**src/rtl/dmem_arbiter.sv**
```systemverilog
// Round-robin arbiter sharing one single-port 32-word data memory between the CPU (R0)
// and the debug/DMA port (R1); one access per IDLE -> ACCESS -> DONE pass.
module dmem_arbiter #(
    parameter int unsigned DW = 32,
    parameter int unsigned AW = 32
) (
    input  logic          Clk,
    input  logic          Clrn,
    input  logic          R0Req,
    input  logic          R1Req,
    input  logic          R0We,
    input  logic          R1We,
    input  logic [AW-1:0] R0Addr,
    input  logic [AW-1:0] R1Addr,
    input  logic [DW-1:0] R0Din,
    input  logic [DW-1:0] R1Din,
    output logic          R0Ack,
    output logic          R1Ack,
    output logic [DW-1:0] R0Dout,
    output logic [DW-1:0] R1Dout,
    output logic [1:0]    Gnt,
    output logic [AW-1:0] MAddr,
    output logic [DW-1:0] MDin,
    output logic          MWe,
    input  logic [DW-1:0] MDout
);

    localparam logic [1:0] StIdle   = 2'd0;
    localparam logic [1:0] StAccess = 2'd1;
    localparam logic [1:0] StDone   = 2'd2;

    logic [1:0] state_q, state_d;
    logic       sel_q, sel_d;
    logic       last_q, last_d;
    logic       access;
    logic       sel_we;

    assign access = (state_q == StAccess);
    assign sel_we = sel_q ? R1We : R0We;

    always_comb begin
        state_d = state_q;
        sel_d   = sel_q;
        last_d  = last_q;
        case (state_q)
            StIdle: begin
                if (R0Req || R1Req) begin
                    // On contention the requester not served last wins.
                    sel_d   = (R0Req && R1Req) ? ~last_q : R1Req;
                    state_d = StAccess;
                end
            end
            StAccess: begin
                last_d  = sel_q;
                state_d = StDone;
            end
            StDone:  state_d = StIdle;
            default: state_d = StIdle;
        endcase
    end

    // Memory drive is live only during ACCESS; everywhere else it idles at zero.
    always_comb begin
        Gnt   = 2'b00;
        MAddr = '0;
        MDin  = '0;
        MWe   = 1'b0;
        if (access) begin
            Gnt   = sel_q ? 2'b10 : 2'b01;
            MAddr = sel_q ? R1Addr : R0Addr;
            MDin  = sel_q ? R1Din : R0Din;
            MWe   = sel_we;
        end
    end

    always_ff @(posedge Clk) begin
        if (!Clrn) begin
            state_q <= StIdle;
            sel_q   <= 1'b0;
            last_q  <= 1'b1;
            R0Ack   <= 1'b0;
            R1Ack   <= 1'b0;
            R0Dout  <= '0;
            R1Dout  <= '0;
        end else begin
            state_q <= state_d;
            sel_q   <= sel_d;
            last_q  <= last_d;
            // Ack rises at the end of ACCESS and falls at the end of DONE.
            R0Ack   <= access && !sel_q;
            R1Ack   <= access && sel_q;
            if (access && !sel_q && !sel_we) begin
                R0Dout <= MDout;
            end
            if (access && sel_q && !sel_we) begin
                R1Dout <= MDout;
            end
        end
    end

endmodule

```
**config.mk**
```make
export PLATFORM = sky130hd
export DESIGN_NAME = dmem_arbiter
export DESIGN_NICKNAME = d
export VERILOG_FILES = /design/src/rtl/dmem_arbiter.sv
export SDC_FILE = /design/constraint.sdc
export NUM_CORES = 1
export LEC_CHECK = 0
export BUFFER_PORTS_ARGS = -buffer_cell sky130_fd_sc_hd__buf_2
export CORE_AREA = 8 8 109 111
export DETAILED_ROUTE_END_ITERATION = 8
export DIE_AREA = 0 0 117 119
export PLACE_DENSITY_LB_ADDON = 0.3
export SYNTH_ARGS = -nofsm -noshare
export SYNTH_HDL_FRONTEND = slang
export SYNTH_SLANG_ARGS = --single-unit
```
**constraint.sdc**
```tcl
create_clock -name Clk -period 3.65 [get_ports Clk]
set_input_delay 0.73 -clock Clk [delete_from_list [all_inputs] [get_ports Clk]]
set_output_delay 0.73 -clock Clk [all_outputs]
set_load 0.01 [all_outputs]
```
==> flow_metrics.py, run 1 <==
metrics = {
    "outcome": {
        "status": "finished clean",
    },
    "worst_setup_path": {
        "path_max_fanout": 45,
        "cp.required_ns": 2.92,
        "path_buf_inv": 3,
        "cp_top_family": "buffers and inverters",
        "slowest_delay_ns": 0.59,
        "worstSetupEndpointType": "output port",
        "worst_path_max_delay_cell": "inv_2",
        "cp.arrival_ns": 2.20,
        "cp_cell_sequence": "nand3b_1 -> inv_2 -> buf_4 -> a22o_1 -> buf_2",
        "crit_type": "flop to output port",
        "cp-start-kind": "flop",
    },
    "sta": {
        "timing.final.crit_period_ns": 2.93,
        "clock_skew_ns": 0.00796,
        "hold_viol": 0,
        "final-setup-viol-count": 0,
        "rsz0062_at_grt": "false",
        "tightest_slew_ns": 0.870,
        "whs_ns": 0.457,
        "tns_ns": 0,
        "slew_violations": 0,
        "fin_ws_ns": 0.722,
        "relSlewSlack": 0.420,
        "fmax_mhz": 342,
        "fin_crit_sh": 0.802,
    },
    "yosys": {
        "yosys.area_share.simple": 0.138,
        "synthAdderAreaFrac": 0,
        "synth_top_family_by_area": "multiplexers",
        "synthArstFlopShare": 0,
        "yosys_warnings": 0,
        "synth-edff-count": 0,
        "syn_nets": 513,
        "ys_seq_elements": 70,
        "synthMuxAreaShare": 0.198,
        "synth.avg_cell_area_um2": 9.47,
        "ys_top_cells_by_area": "dfxtp_1 (43%), mux2i_1 (20%), a22o_1 (17%), nand2_1 (11%), clkbuf_1 (2.4%)",
        "ys_dominant_reg_cell": "dfxtp_1",
        "synth_compound_area_frac": 0.180,
        "synthCells": 347,
        "syn-cell-area_um2": 3290,
        "synth_top_area_frac": 0.426,
        "synth_xor_area_frac": 0,
        "yosysSeqAreaShare": 0.426,
        "synth_top_area_cell": "dfxtp_1",
        "synth_cell_types": 24,
    },
    "clocking": {
        "post_cts_resize_count": 0,
        "cts_sinks": 70,
        "cts_tree": "yes",
        "clock-root-buffer": "clkbuf_8",
        "cts_setup_buffers": 0,
        "clkLatencyLatePin_ns": 0.34,
        "clk_path_buf_depth": 2,
        "postCtsHoldBufs": 0,
        "numCtsBuffers": 9,
        "htreeDepth": 3,
        "clkTransAtPathRegs_ns": 0.07,
    },
    "route": {
        "vias_per_cell": 4.82,
        "drc_errors": 0,
        "drtIter0Drc": 289,
        "wl_um": 15400,
        "wl_per_cell_um": 20.0,
        "dr.pass1.iters": 4,
        "dr_total_vias": 3701,
        "antenna_left": 0,
    },
    "power_and_ir_drop": {
        "p_switching_uw": 512,
        "power.share.clock": 0.360,
        "peakVddDrop_uv": 166,
        "p_int_uw": 1360,
        "p_per_area_nw_per_um2": 370,
        "power_frac_comb": 0.211,
        "switching_share": 0.274,
        "leakage_uw": 0.00282,
        "sequentialPowerShare": 0.429,
    },
    "placed_design": {
        "dpl_worst_slack_ns": 1.12,
        "port_buffers": 298,
        "gp_congestion": 0.902,
        "dp_hpwl_um": 12600,
    },
    "floorplan": {
        "placementRows": 37,
        "initial_core_util": 0.326,
        "core_um2": 10100,
        "ios": 299,
        "die_w_um": 117,
        "die_area_um2": 13900,
        "dieHeight_um": 119,
    },
    "layout": {
        "drive_gt1_frac": 0.509,
        "diodes": 0,
        "layout.area.seq_um2": 1400,
        "final_cell_mix": "buf_2 (298), nand2_1 (96), dfxtp_1 (70), mux2i_1 (65), a22o_1 (64)",
        "fin_util": 0.500,
        "nNetsFinal": 793,
        "n_fill_cell": 1003,
        "final_common_cell": "buf_2",
        "area_growth_pct": 53.6,
        "multi_input_area_um2": 1720,
    },
    "grt": {
        "overflow": 0,
        "antenna_found_initial": 0,
        "grt_pass1_wl_um": 22100,
        "grt_pass1_vias": 3818,
        "grt_max_degree": 66,
        "track_usage": 0.208,
    },
    "run": {
        "maxCapViolCount": 0,
    },
    "min_path": {
        "min-delay-path-class": "flop to flop",
    },
}
## worst paths after layout
path	start	end	slack, ns	cells past startpoint
setup reg to reg	state_q[0]	R1Dout[1]	2.01	3
setup / recovery	sel_q	MDin[5]	0.72	5
hold reg to reg	R1Dout[31]	R1Dout[31]	0.46	2
hold / removal	R1Dout[31]	R1Dout[31]	0.46	2
## cells by family (layout without fill, tap and decap cells)
logic type             after synthesis  in the layout
muxes                               65             65
and+or+nand+nor                    108            108
buffers and inverters               36            321
DFF                                 70             70
AOI/OAI and AO/OA                   68             68
## worst register-to-register path: cells and delay by family, from the launching register on
kind | cells | cell delay, ns
buf+inv | 1 | 0.52
mux | 1 | 0.30
simple gates | 1 | 0.31
flops | 1 | 0.44
## routing by layer
metal  GRT usage  routed length [um]  up-vias
met3      0.0945                1870       10
li1            -                   -     1787
met4      0.0376                 114        0
met5           0                   0        -
met2       0.341                7290      175
met1       0.244                6090     1729
## flip-flops by register name, indices dropped and copies added (netlist names)
register  count
R1Ack         1
R1Dout       32
state_q       2
last_q        1
R0Ack         1
R0Dout       32
sel_q         1
## per-stage QoR
stage	std cells	area, um^2	total power (uW)
floorplan	347	3290	1010
global placement	752	4840	1210
detailed placement	752	4840	1210
CTS	768	5050	1890
global route	768	5050	1960
finish	768	5050	1870
## cell usage after synthesis, types with 2 or more instances
cell      instances
a22o_1           64
buf_2             5
buf_4             3
buf_6             5
clkbuf_1         21
dfxtp_1          70
mux2i_1          65
nand2_1          96
nor2b_1           2
nor3b_1           2
## power groups by stage
| stage | clock network (uW) | logic, uW | registers (uW) |
|---|---|---|---|
| 6_report | 674 | 394 | 803 |
| 2_1_floorplan | 0 | 188 | 826 |
| 3_3_place_gp | 0 | 390 | 819 |
| 4_1_cts | 692 | 395 | 802 |
| 5_1_grt | 734 | 423 | 806 |
| 3_5_place_dp | 0 | 392 | 820 |
## cell type report
type                    instances  area share
multi-input cells             241       0.340
clock inverters                 6      0.0171
repair buffers                303       0.305
well taps                     136      0.0337
inverters                       2     0.00149
clock buffers                  10      0.0253
flip-flops and latches         70       0.278
Note: power is estimated with default switching activity, not from simulation.
==> inputs of run 2 (changes only) <==
Settings changed: ABC_AREA from default to 1, CORE_AREA 8 8 109 111 to default, CORE_ASPECT_RATIO from default to 0.8, CORE_MARGIN from default to 8, CORE_UTILIZATION from default to 35, DIE_AREA 0 0 117 119 to default.
Clock period 3.65 ns to 2.6 ns, I/O delays scaled along.
==> flow_metrics.py, run 2 <==
metrics = {
    "layout": {
        "diodes": 0,
        "drive_gt1_frac": 0.363,
        "nNetsFinal": 1069,
        "top_regs": "R0Dout (32), R1Dout (32), state_q (2)",
        "final_cell_mix": "buf_2 (298), nand2_1 (264), nor2_1 (137), dfxtp_1 (70), nand3_1 (66)",
        "design_area_um2": 5560,
        "area_growth_pct": 53.0,
        "final_common_cell": "buf_2",
    },
    "route": {
        "drc_errors": 0,
        "dr_total_vias": 4579,
        "wl_um": 14600,
        "dr.pass1.iters": 5,
        "vias_per_cell": 4.37,
        "drtIter0Drc": 302,
        "wl_per_cell_um": 13.9,
        "antenna_left": 0,
    },
    "worst_setup_path": {
        "reg2reg_slack_ns": 0.90,
        "critical_path.startpoint": "sel_q",
        "r2r-end": "R1Dout[23]",
        "cp_top_family": "buffers and inverters",
        "cp.arrival_ns": 1.80,
        "slowest_delay_ns": 0.47,
        "reg2reg_depth": 7,
        "cp.required_ns": 2.08,
        "cp_cell_sequence": "nand3_2 -> inv_2 -> buf_4 -> nand2_1 -> nand2_1 -> buf_2",
        "timing.rr.start": "sel_q",
        "path_buf_inv": 3,
        "crit_type": "flop to output port",
        "crit_path_frequent_cell": "nand2_1",
        "worstSetupEndpointType": "output port",
        "path_max_fanout": 22,
        "worst_path_max_delay_cell": "dfxtp_1",
        "cp-start-kind": "flop",
    },
    "floorplan": {
        "core_um2": 10200,
        "placementRows": 33,
        "die_w_um": 130,
        "ios": 299,
        "dieHeight_um": 107,
        "initial_core_util": 0.358,
        "die_area_um2": 13900,
    },
    "power_and_ir_drop": {
        "p_per_area_nw_per_um2": 573,
        "total_power_uw": 3190,
        "peakVddDrop_uv": 342,
        "leakage_uw": 0.00338,
    },
    "yosys": {
        "synthMuxAreaShare": 0,
        "yosys_warnings": 0,
        "synth_top_area_cell": "dfxtp_1",
        "synth_compound_area_frac": 0.00344,
        "synth_top_area_frac": 0.386,
        "syn_nets": 790,
        "synthCells": 624,
        "ys_dominant_reg_cell": "dfxtp_1",
        "yosys.area_share.simple": 0.514,
        "yosysMostFrequentCell": "nand2_1",
        "syn-cell-area_um2": 3630,
        "synthArstFlopShare": 0,
        "ys_seq_elements": 70,
        "synthAdderAreaFrac": 0,
        "synth_xor_area_frac": 0,
        "synth_cell_types": 14,
        "synth_commonest_cells": "nand2_1 (265), nor2_1 (137), dfxtp_1 (70)",
        "ys_top_cells_by_area": "dfxtp_1 (39%), nand2_1 (27%), nor2_1 (14%), nand3_1 (9.1%), inv_1 (3.9%)",
        "synth.avg_cell_area_um2": 5.82,
        "synth_top_family_by_area": "simple AND/OR/NAND/NOR gates",
        "yosysSeqAreaShare": 0.386,
        "synth-edff-count": 0,
    },
    "sta": {
        "tns_ns": 0,
        "final-setup-viol-count": 0,
        "fin_ws_ns": 0.284,
        "clock_skew_ns": 0.00344,
        "rsz0062_at_grt": "false",
        "fmax_mhz": 432,
        "hold_viol": 0,
        "fin_crit_sh": 0.891,
        "timing.final.crit_period_ns": 2.32,
        "relSlewSlack": 0.566,
        "slew_violations": 0,
        "tightest_slew_ns": 0.650,
    },
    "clocking": {
        "cts_tree": "yes",
        "clk_path_buf_depth": 2,
        "clkTransAtPathRegs_ns": 0.06,
        "clkLatencyLatePin_ns": 0.32,
        "cts_setup_buffers": 0,
        "numCtsBuffers": 9,
        "postCtsHoldBufs": 0,
        "htreeDepth": 3,
        "cts_sinks": 70,
        "post_cts_resize_count": 0,
        "clock-root-buffer": "clkbuf_16",
    },
    "min_path": {
        "min_path_cells": 2,
        "min_from": "R1Dout[3]",
        "hold_end": "R1Dout[3]",
        "min-delay-path-class": "flop to flop",
    },
    "placed_design": {
        "port_buffers": 298,
        "gp_congestion": 0.906,
        "placed_cell_area_um2": 5240,
        "dp_hpwl_um": 11300,
        "dpl_worst_slack_ns": 0.631,
    },
    "grt": {
        "antenna_found_initial": 0,
        "grt_pass1_vias": 4325,
        "track_usage": 0.202,
        "overflow": 0,
        "grt_pass1_wl_um": 22400,
        "grt_max_degree": 98,
    },
    "run": {
        "maxCapViolCount": 0,
    },
    "outcome": {
        "status": "finished clean",
    },
}
==> run 2: changes by cell type after synthesis, moves of 3 or more <==
| cell | change |
|---|---|
| nand2_1 | +169 |
| nor2_1 | +137 |
| nand3_1 | +66 |
| mux2i_1 | -65 |
| a22o_1 | -64 |
| inv_1 | +37 |
| buf_2 | +20 |
| clkbuf_1 | -17 |
| buf_1 | +6 |
| buf_6 | -5 |
| nor2_2 | +3 |
==> run 2: worst register-to-register path: stages (launching register included) <==
cell and delay, ns:
dfxtp_1 0.47, nand3_2 0.18, inv_2 0.25, buf_4 0.30, buf_4 0.21, nand3_1 0.08, nand2_1 0.07, nor2_1 0.04
==> run 2: area by class of cell <==
type | instances | area, um^2
Clock inverter | 6 | 86.3
Multi-Input combinational cell | 474 | 1890
Sequential cell | 70 | 1400
Fill cell | 1051 | 4600
Clock buffer | 10 | 229
Timing Repair Buffer | 308 | 1630
Tap cell | 140 | 175
Inverter | 40 | 150
==> run 2: cells by family after synthesis <==
logic type,after synthesis
buffers and inverters,80
AO/OA/AOI/OAI,2
AND/OR/NAND/NOR,472
flip-flops,70
==> run 2: worst max path at each step <==
stage	endpoint	slack (ns)	depth (start not counted)
6_report	MDin[9]	0.28	6
5_1_grt	MDin[15]	0.09	6
3_3_place_gp	MDin[10]	0.64	6
3_5_place_dp	MDin[10]	0.63	6
4_1_cts	MDin[11]	0.27	6
2_1_floorplan	MAddr[0]	0.93	7
==> run 2: routing by layer <==
layer / vias up / track usage / wire (um)
li1: 2434 / - / -
met3: 10 / 0.0704 / 1400
met4: 0 / 0.0447 / 88
met1: 1950 / 0.237 / 6130
met2: 185 / 0.345 / 6980
met5: - / 0 / 0
==> run 2: power breakdown <==
group,switching (uW),internal [uW]
clock network,453,838
logic,424,301
registers,34.2,1140
==> run 2: metrics by stage <==
| stage | utilization | instances | hold slack, ns |
|---|---|---|---|
| floorplan | - | 624 | 0.424 |
| CTS | 0.547 | 1048 | 0.479 |
| finish | 0.547 | 1048 | 0.474 |
| detailed placement | 0.516 | 1032 | 0.465 |
| global route | 0.547 | 1048 | 0.494 |
| global placement | 0.516 | 1032 | 0.457 |
==> inputs of run 3 (changes only) <==
Settings changed: CORE_AREA from default to 8 8 111 113, CORE_ASPECT_RATIO 0.8 to default, CORE_MARGIN 8 to default, CORE_UTILIZATION 35 to default, DIE_AREA from default to 0 0 119 121, RECOVER_POWER from default to 100.
Clock period 2.6 ns to 3 ns, I/O delays scaled along.
==> flow_metrics.py, run 3 (synthesis results as in run 2) <==
metrics = {
    "grt": {
        "grt_pass1_wl_um": 22600,
        "grt_pass1_vias": 4412,
        "grt_max_degree": 98,
        "antenna_found_initial": 1,
        "track_usage": 0.192,
        "overflow": 0,
    },
    "worst_setup_path": {
        "cp_cell_sequence": "inv_1 -> nand2_1 -> nor2_4 -> clkbuf_2 -> nand2_1 -> nand2_1 -> clkbuf_1",
        "slowest_delay_ns": 0.62,
        "cp-start-kind": "flop",
        "cp.arrival_ns": 2.01,
        "worstSetupEndpointType": "output port",
        "path_max_fanout": 42,
        "worst_path_max_delay_cell": "clkbuf_2",
        "crit_path_frequent_cell": "nand2_1",
        "crit_type": "flop to output port",
        "cp.required_ns": 2.40,
    },
    "route": {
        "wl_um": 14600,
        "dr_total_vias": 4640,
        "dr.pass1.iters": 5,
        "vias_per_cell": 4.44,
        "drc_errors": 0,
        "drtIter0Drc": 158,
        "wl_met2_um": 7350,
        "wl_per_cell_um": 13.9,
        "antenna_left": 0,
        "met3_length_um": 1300,
        "drt-met1-wl_um": 5580,
        "top_layer": "met5",
    },
    "clocking": {
        "clk_path_buf_depth": 2,
        "cts_tree": "yes",
        "htreeDepth": 3,
        "clkTransAtPathRegs_ns": 0.07,
        "clkLatencyLatePin_ns": 0.34,
        "cts_setup_buffers": 0,
        "cts_sinks": 70,
        "post_cts_resize_count": 0,
        "postCtsHoldBufs": 0,
        "clock-root-buffer": "clkbuf_8",
        "numCtsBuffers": 9,
    },
    "floorplan": {
        "ios": 299,
        "die_area_um2": 14400,
        "placementRows": 38,
        "core_um2": 10600,
        "die_w_um": 119,
        "dieHeight_um": 121,
        "initial_core_util": 0.343,
    },
    "sta": {
        "rsz0062_at_grt": "false",
        "fin_crit_sh": 0.872,
        "tightest_slew_ns": 1.34,
        "relSlewSlack": 0.106,
        "clock_skew_ns": 0.0120,
        "tns_ns": 0,
        "slew_violations": 0,
        "fmax_mhz": 382,
        "timing.final.crit_period_ns": 2.61,
        "final-setup-viol-count": 0,
        "hold_viol": 0,
    },
    "layout": {
        "nNetsFinal": 1067,
        "diodes": 0,
        "top_regs": "R0Dout (32), R1Dout (32), state_q (2)",
        "final_cell_mix": "nand2_1 (264), buf_2 (169), nor2_1 (137), clkbuf_1 (130), dfxtp_1 (70)",
        "design_area_um2": 5230,
        "area_growth_pct": 44.1,
        "final_common_cell": "nand2_1",
        "drive_gt1_frac": 0.217,
    },
    "placed_design": {
        "port_buffers": 298,
        "gp_congestion": 0.851,
        "placed_cell_area_um2": 5180,
        "dp_hpwl_um": 11100,
    },
    "run": {
        "maxCapViolCount": 0,
    },
    "power_and_ir_drop": {
        "p_per_area_nw_per_um2": 470,
        "leakage_uw": 0.00277,
        "total_power_uw": 2460,
        "peakVddDrop_uv": 233,
    },
    "outcome": {
        "status": "finished clean",
    },
    "min_path": {
        "min-delay-path-class": "flop to flop",
    },
}
run 3: changes by cell type in the layout (fill, tap and decap cells not counted), sizes merged:
cell and change:
clkinv -3, clkinvlp +1, buf -133, inv +2, clkbuf +131
run 3: layout make-up:
| cell class | count | area, um^2 |
|---|---|---|
| inverter | 40 | 150 |
| tap | 140 | 175 |
| clock inverter | 6 | 92.6 |
| timing repair buffer | 306 | 1400 |
| sequential | 70 | 1400 |
| fill | 1229 | 5370 |
| clock buffer | 10 | 128 |
| multi-input combinational | 474 | 1890 |
run 3: where the power goes:
part,leakage (uW),switching (uW),total [uW],internal (uW)
combinational,0.00210,366,584,218
clock,0.000104,385,860,475
sequential,0.000569,30.2,1010,984
total,0.00277,781,2460,1680
run 3: metal layers:
layer  GRT usage  vias to the layer above
li1            -                     2424
met1       0.192                     1983
met2       0.355                      210
met3      0.0721                       21
met4      0.0751                        2
met5           0                        -
run 3: worst max-delay path: cells and delay by family (launching register included):
family                 cells  cell delay, ns
buffers and inverters      3            0.89
DFF                        1            0.30
and+or+nand+nor            4            0.49
run 3: worst paths after layout:
check | start | to | slack, ns | depth (start not counted)
max | state_q[1] | MAddr[30] | 0.39 | 7
min | R0Dout[20] | R0Dout[20] | 0.48 | 2
max reg2reg | sel_q | R1Dout[9] | 0.87 | 6
min reg2reg | R0Dout[20] | R0Dout[20] | 0.48 | 2
run 3: stage by stage:
| step | instances | utilization | hold slack, ns | setup slack (ns) |
|---|---|---|---|---|
| 4_1_cts | 1046 | 0.510 | 0.485 | 0.576 |
| 6_report | 1046 | 0.494 | 0.482 | 0.385 |
| 5_1_grt | 1046 | 0.494 | 0.504 | 0.217 |
| 2_1_floorplan | 624 | - | 0.424 | 1.20 |
| 3_3_place_gp | 1030 | 0.489 | 0.456 | 0.980 |
| 3_5_place_dp | 1030 | 0.489 | 0.466 | 0.966 |
